### src/rtl/mandel_coord_sequencer.sv
// Raster-order complex coordinate generator for the Mandelbrot pixel pipeline.
// Streams one (re, im) pair per pixel with SOF/EOL/EOF tags over valid/ready.
module mandel_coord_sequencer #(
    parameter int X_SIZE  = 1024,
    parameter int Y_SIZE  = 768,
    parameter int COORD_W = 32
) (
    input  logic               aclk,
    input  logic               areset,
    input  logic               cfg_wr_en,
    input  logic [2:0]         cfg_addr,
    input  logic [31:0]        cfg_wdata,
    input  logic [2:0]         cfg_rd_addr,
    output logic [31:0]        cfg_rdata,
    output logic               m_tvalid,
    input  logic               m_tready,
    output logic [COORD_W-1:0] m_re,
    output logic [COORD_W-1:0] m_im,
    output logic               m_sof,
    output logic               m_eol,
    output logic               m_eof,
    output logic               busy,
    output logic               frame_done
);

    localparam int XW = (X_SIZE > 1) ? $clog2(X_SIZE) : 1;
    localparam int YW = (Y_SIZE > 1) ? $clog2(Y_SIZE) : 1;

    typedef enum logic [1:0] {IDLE, LOAD, STREAM, DONE} state_t;

    state_t state, state_nxt;

    logic        run, cont, abort_pending;
    logic [31:0] re_origin, im_origin, step, frame_cnt;
    logic [31:0] rd_mux;

    logic signed [COORD_W-1:0] sh_re, sh_step, re_acc, im_acc;
    logic [XW-1:0] x;
    logic [YW-1:0] y;

    logic accept, last_x, last_y, abort_fire;

    // Software registers are 32 bits wide; the datapath uses the low COORD_W bits (COORD_W <= 32).
    function automatic logic signed [COORD_W-1:0] to_coord(input logic [31:0] v);
        return $signed(v[COORD_W-1:0]);
    endfunction

    assign accept     = (state == STREAM) && m_tready;
    assign last_x     = (x == XW'(X_SIZE - 1));
    assign last_y     = (y == YW'(Y_SIZE - 1));
    // In STREAM the abort must wait for the beat on the bus to be taken.
    assign abort_fire = abort_pending && ((state != STREAM) || accept);

    assign m_tvalid   = (state == STREAM);
    assign m_re       = re_acc;
    assign m_im       = im_acc;
    assign m_sof      = m_tvalid && (x == '0) && (y == '0);
    assign m_eol      = m_tvalid && last_x;
    assign m_eof      = m_tvalid && last_x && last_y;
    assign busy       = (state != IDLE);
    assign frame_done = (state == DONE);

    always_ff @(posedge aclk or posedge areset) begin
        if (areset) state <= IDLE;
        else        state <= state_nxt;
    end

    always_comb begin
        state_nxt = state;
        case (state)
            IDLE:   if (!abort_pending && run) state_nxt = LOAD;
            LOAD:   state_nxt = abort_fire ? IDLE : STREAM;
            STREAM: begin
                if (abort_fire)                  state_nxt = IDLE;
                else if (accept && last_x && last_y) state_nxt = DONE;
            end
            DONE:   state_nxt = (!abort_pending && cont && run) ? LOAD : IDLE;
            default: state_nxt = IDLE;
        endcase
    end

    // Control registers; a software write in the same cycle overrides FSM updates.
    always_ff @(posedge aclk or posedge areset) begin
        if (areset) begin
            run           <= 1'b0;
            cont          <= 1'b0;
            abort_pending <= 1'b0;
            re_origin     <= '0;
            im_origin     <= '0;
            step          <= '0;
            frame_cnt     <= '0;
        end else begin
            if (abort_fire) begin
                abort_pending <= 1'b0;
                run           <= 1'b0;
            end
            if (state == DONE) begin
                frame_cnt <= frame_cnt + 32'd1;
                if (state_nxt == IDLE) run <= 1'b0;
            end
            if (cfg_wr_en) begin
                case (cfg_addr)
                    3'd0: begin
                        run  <= cfg_wdata[0] && !cfg_wdata[2];
                        cont <= cfg_wdata[1];
                        if (cfg_wdata[2]) abort_pending <= 1'b1;
                    end
                    3'd1: re_origin <= cfg_wdata;
                    3'd2: im_origin <= cfg_wdata;
                    3'd3: step      <= cfg_wdata;
                    default: ;
                endcase
            end
        end
    end

    // Coordinate accumulators: re steps along the line, im steps down per line, both wrapping.
    always_ff @(posedge aclk or posedge areset) begin
        if (areset) begin
            sh_re   <= '0;
            sh_step <= '0;
            re_acc  <= '0;
            im_acc  <= '0;
            x       <= '0;
            y       <= '0;
        end else if (state == LOAD) begin
            sh_re   <= to_coord(re_origin);
            sh_step <= to_coord(step);
            re_acc  <= to_coord(re_origin);
            im_acc  <= to_coord(im_origin);
            x       <= '0;
            y       <= '0;
        end else if (accept) begin
            if (last_x) begin
                x      <= '0;
                y      <= last_y ? '0 : y + 1'b1;
                re_acc <= sh_re;
                im_acc <= im_acc - sh_step;
            end else begin
                x      <= x + 1'b1;
                re_acc <= re_acc + sh_step;
            end
        end
    end

    always_comb begin
        rd_mux = '0;
        case (cfg_rd_addr)
            3'd0: rd_mux = {30'd0, cont, run};
            3'd1: rd_mux = re_origin;
            3'd2: rd_mux = im_origin;
            3'd3: rd_mux = step;
            3'd4: rd_mux = {30'd0, abort_pending, busy};
            3'd5: rd_mux = frame_cnt;
            default: rd_mux = '0;
        endcase
    end

    always_ff @(posedge aclk or posedge areset) begin
        if (areset) cfg_rdata <= '0;
        else        cfg_rdata <= rd_mux;
    end

endmodule
### config.mk
export PLATFORM = sky130hd
export DESIGN_NAME = mandel_coord_sequencer
export DESIGN_NICKNAME = d
export VERILOG_FILES = /design/src/rtl/mandel_coord_sequencer.sv
export SDC_FILE = /design/constraint.sdc
export NUM_CORES = 1
export LEC_CHECK = 0
export CAP_MARGIN = 15
export CORE_MARGIN = 2
export CORE_UTILIZATION = 65
export CTS_BUF_LIST = sky130_fd_sc_hd__clkbuf_2 sky130_fd_sc_hd__clkbuf_4 sky130_fd_sc_hd__clkbuf_8
export DETAILED_ROUTE_END_ITERATION = 8
export PLACE_DENSITY = 0.89
export SETUP_SLACK_MARGIN = 0.02
export SLEW_MARGIN = 20
export SYNTH_ARGS = -nofsm -noshare
export SYNTH_HDL_FRONTEND = slang
export SYNTH_SLANG_ARGS = --single-unit
### constraint.sdc
create_clock -name aclk -period 25.5 [get_ports aclk]
set_clock_uncertainty 0.1 [all_clocks]
set_input_delay 2.55 -clock aclk [delete_from_list [all_inputs] [get_ports aclk]]
set_output_delay 2.55 -clock aclk [all_outputs]
set_load 0.01 [all_outputs]
==> summary.md <==
| Metric | Value |
|---|---|
| Kind of critical path | reg -> out |
| Crit start category | register |
| Bufs on Longest Clock Path | 3 |
| First-pass GRT wire length | 71900 um |
| Vias per inst | 6.55 |
| Setup Buffers After CTS | 0 |
| Area growth from synthesis to layout | 17.3% |
| DRT Pass-1 Iters | 6 |
| Mapped Cells | 1564 |
| Clock share of power | 0.196 |
| P per Cell Area | approximately 120 nW/um2 |
| Most frequent cells in the layout | dfrtp_1, nand2_1, clkdlybuf4s50_1 |
| CTS buffer count | 52 |
| Post-Syn Nets | roughly 1700 |
| Worst-path maximum fanout | 8 |
| Cts repair resizes | 0 |
| Largest net degree at the start of global routing | 187 |
| Final Hold Viols | 0 |
| N_diodes | 0 |
| GP Congestion | 0.914 |
| Commonest non-fill, non-tap cell in the layout | dfrtp_1 |
| P_sw | just over 0.9 mW |
| Initial Util | 0.662 |
| Initial antenna violation count | 1 |
| Outcome | finished, final reports clean |
| DR vias | about 13000 |
| Clock Latency Late Sink | 0.58 ns |
| Worst Path Required | 22.85 ns |
| Hold_buf cts | 0 |
| Hold path depth | 2 |
| Die Area | 26100 um2 |
| WL/cell | 22.2 um |
| # placed instances | 1964 |
| CTS Sinks | around 310 |
| Post-synthesis area per instance | 10.3 um2 |
| Post-layout min period | 5.59 ns |
| Crit. End Element | output pin |
| Tcrit/Tclk final | 0.219 |
| Ratio of cells with drive above 1 in the final layout | 0.135 |
| IO Pins | 144 |
| Worst slew margin | 0.278 |
| Nets | 1805 |
| Residual DRC | 0 |
| Final setup viols | 0 |
| ANT nets after route | 0 |
| Gr usage total | 0.352 |
| H-tree depth reported by CTS | 2 |
| Dominant synthesized flop cell | dfrtp_1 |
| Worst VDD drop | ~0.000063 V |
| Count of final max-slew check failures | 0 |
| Final instance count without filler cells | roughly 2100 |
| CTS tree | done |
| Synth Cell Area | 16100 um2 |
| Flops & latches, synth | 313 |
| PortBufs | 143 |
| Die Ht | 161 um |
| Reg2reg setup slack | ~22 ns |
| Internal Dissipation | 1.38 mW |
| R2R depth | 13 |
| Vias in the first global route | 13300 |
| Async S/R FF share, synth | 1.00 |
| Total of max-cap violations | 0 |
| Post-synth EDFFs | 0 |
| Worst Tran Pin Value | 1.08 ns |
| Die X | about 160 um |
| DP Wirelength | 30800 um |
| Sequential area share after synthesis | 0.486 |
| FP Rows | 57 |
| CTS root buf | clkbuf_8 |
| Total Wirelength | 45700 um |
| RSZ-0062 raised after global routing | no |
| Fmax | 179 MHz |
| Hold Crit Class | reg -> reg |
| Worst EP arrival | 2.94 ns |
| Count of cell types in the netlist | 77 |
| Setup TNS | 0 ns |
| Register share of total power | 0.339 |
| CTS clk-pin slew, worst paths | ~0.060 ns |
| 1st-iter DRT viols | approximately 1600 |
| Pleak | 8.58 nW |
| Sw Ratio | 0.403 |
| Gr ovfl total | 0 |
| Core region area | roughly 24000 um2 |
| Synth warnings | 0 |
| Combinational Power Share | 0.465 |
cell usage after synthesis, types with 31 or more instances:
cell type,n,area (um2)
dfrtp_1,313,7830
nand2_1,216,811
o21ai_0,128,641
mux2_2,99,1110
clkbuf_1,68,255
ha_1,67,838
nor2_1,66,248
inv_1,64,240
a21oi_1,60,300
xnor2_1,60,526
a22oi_1,34,255
a221o_1,33,330
nand3_1,31,155
worst max-delay path: stages (launching register included):
cell	delay, ns
dfrtp_1	0.44
ha_1	0.24
and3_1	0.18
and3_1	0.24
nand3_1	0.37
nor3_1	0.32
clkdlybuf4s50_1	0.57
layout make-up:
class | instances | area (um2)
Inverter | 64 | 248
Multi-Input combinational cell | 1107 | 7790
Clock buffer | 85 | 1030
Clock inverter | 7 | 35.0
Fill cell | 1548 | 5430
Sequential cell | 313 | 7830
Timing Repair Buffer | 156 | 1540
Tap cell | 324 | 405
through the flow:
step	hold slack [ns]	utilization	instance area [um2]	setup WS [ns]	power, mW
4_1_cts	0.380	0.777	18900	19.92	2.30
3_3_place_gp	0.358	0.733	17800	20.32	1.80
3_5_place_dp	0.364	0.733	17800	20.22	1.83
2_1_floorplan	0.345	-	16100	14.19	1.48
6_report	0.383	0.777	18900	19.91	2.32
5_1_grt	0.404	0.777	18900	19.77	2.46
registers in the layout, summed over array words and instances, names as in the netlist:
name,flops
abort_pending,1
cfg_rdata,32
cont,1
frame_cnt,32
im_origin,32
m_im,32
m_re,32
re_origin,32
run,1
sh_re,32
sh_step,32
state,2
step,32
x,10
y,10
final timing paths:
check,from,to
setup / recovery,x[0]$_DFFE_PP0P_,m_eof
hold / removal,sh_re[8]$_DFFE_PP0P_,sh_re[8]$_DFFE_PP0P_
setup reg to reg,m_im[0]$_DFFE_PP0P_,m_im[30]$_DFFE_PP0P_
hold reg to reg,sh_re[8]$_DFFE_PP0P_,sh_re[8]$_DFFE_PP0P_
max in group asynchronous,areset,frame_cnt[28]$_DFFE_PP0P_
min in group asynchronous,areset,x[8]$_DFFE_PP0P_
power groups by stage:
stage	sequential [mW]	combinational, mW	clock, mW
6_report	0.786	1.08	0.453
5_1_grt	0.795	1.18	0.480
4_1_cts	0.777	1.06	0.455
3_5_place_dp	0.783	1.05	0
3_3_place_gp	0.777	1.02	0
2_1_floorplan	0.747	0.737	0
layer usage:
metal  vias up  global-route usage  share of wire
met1      6666               0.484           0.40
met2       761               0.551           0.47
li1       5932                   -              -
met4         2               0.131          0.030
met5         -                   0        0.00035
met3       110              0.0850           0.10
kinds of logic (layout without fill, tap and decap cells):
logic type | Yosys count | in the layout | share of synthesized area
and+or+nand+nor | 426 | 426 | 0.122
AOI/OAI and AO/OA | 418 | 418 | 0.181
adders and majority gates | 69 | 69 | 0.0545
DFF | 313 | 313 | 0.486
muxes | 105 | 105 | 0.0740
xor gates and xnor gates | 89 | 89 | 0.0484
buffers and inverters | 144 | 312 | 0.0338
No activity file was read; power rests on OpenSTA's default activity.
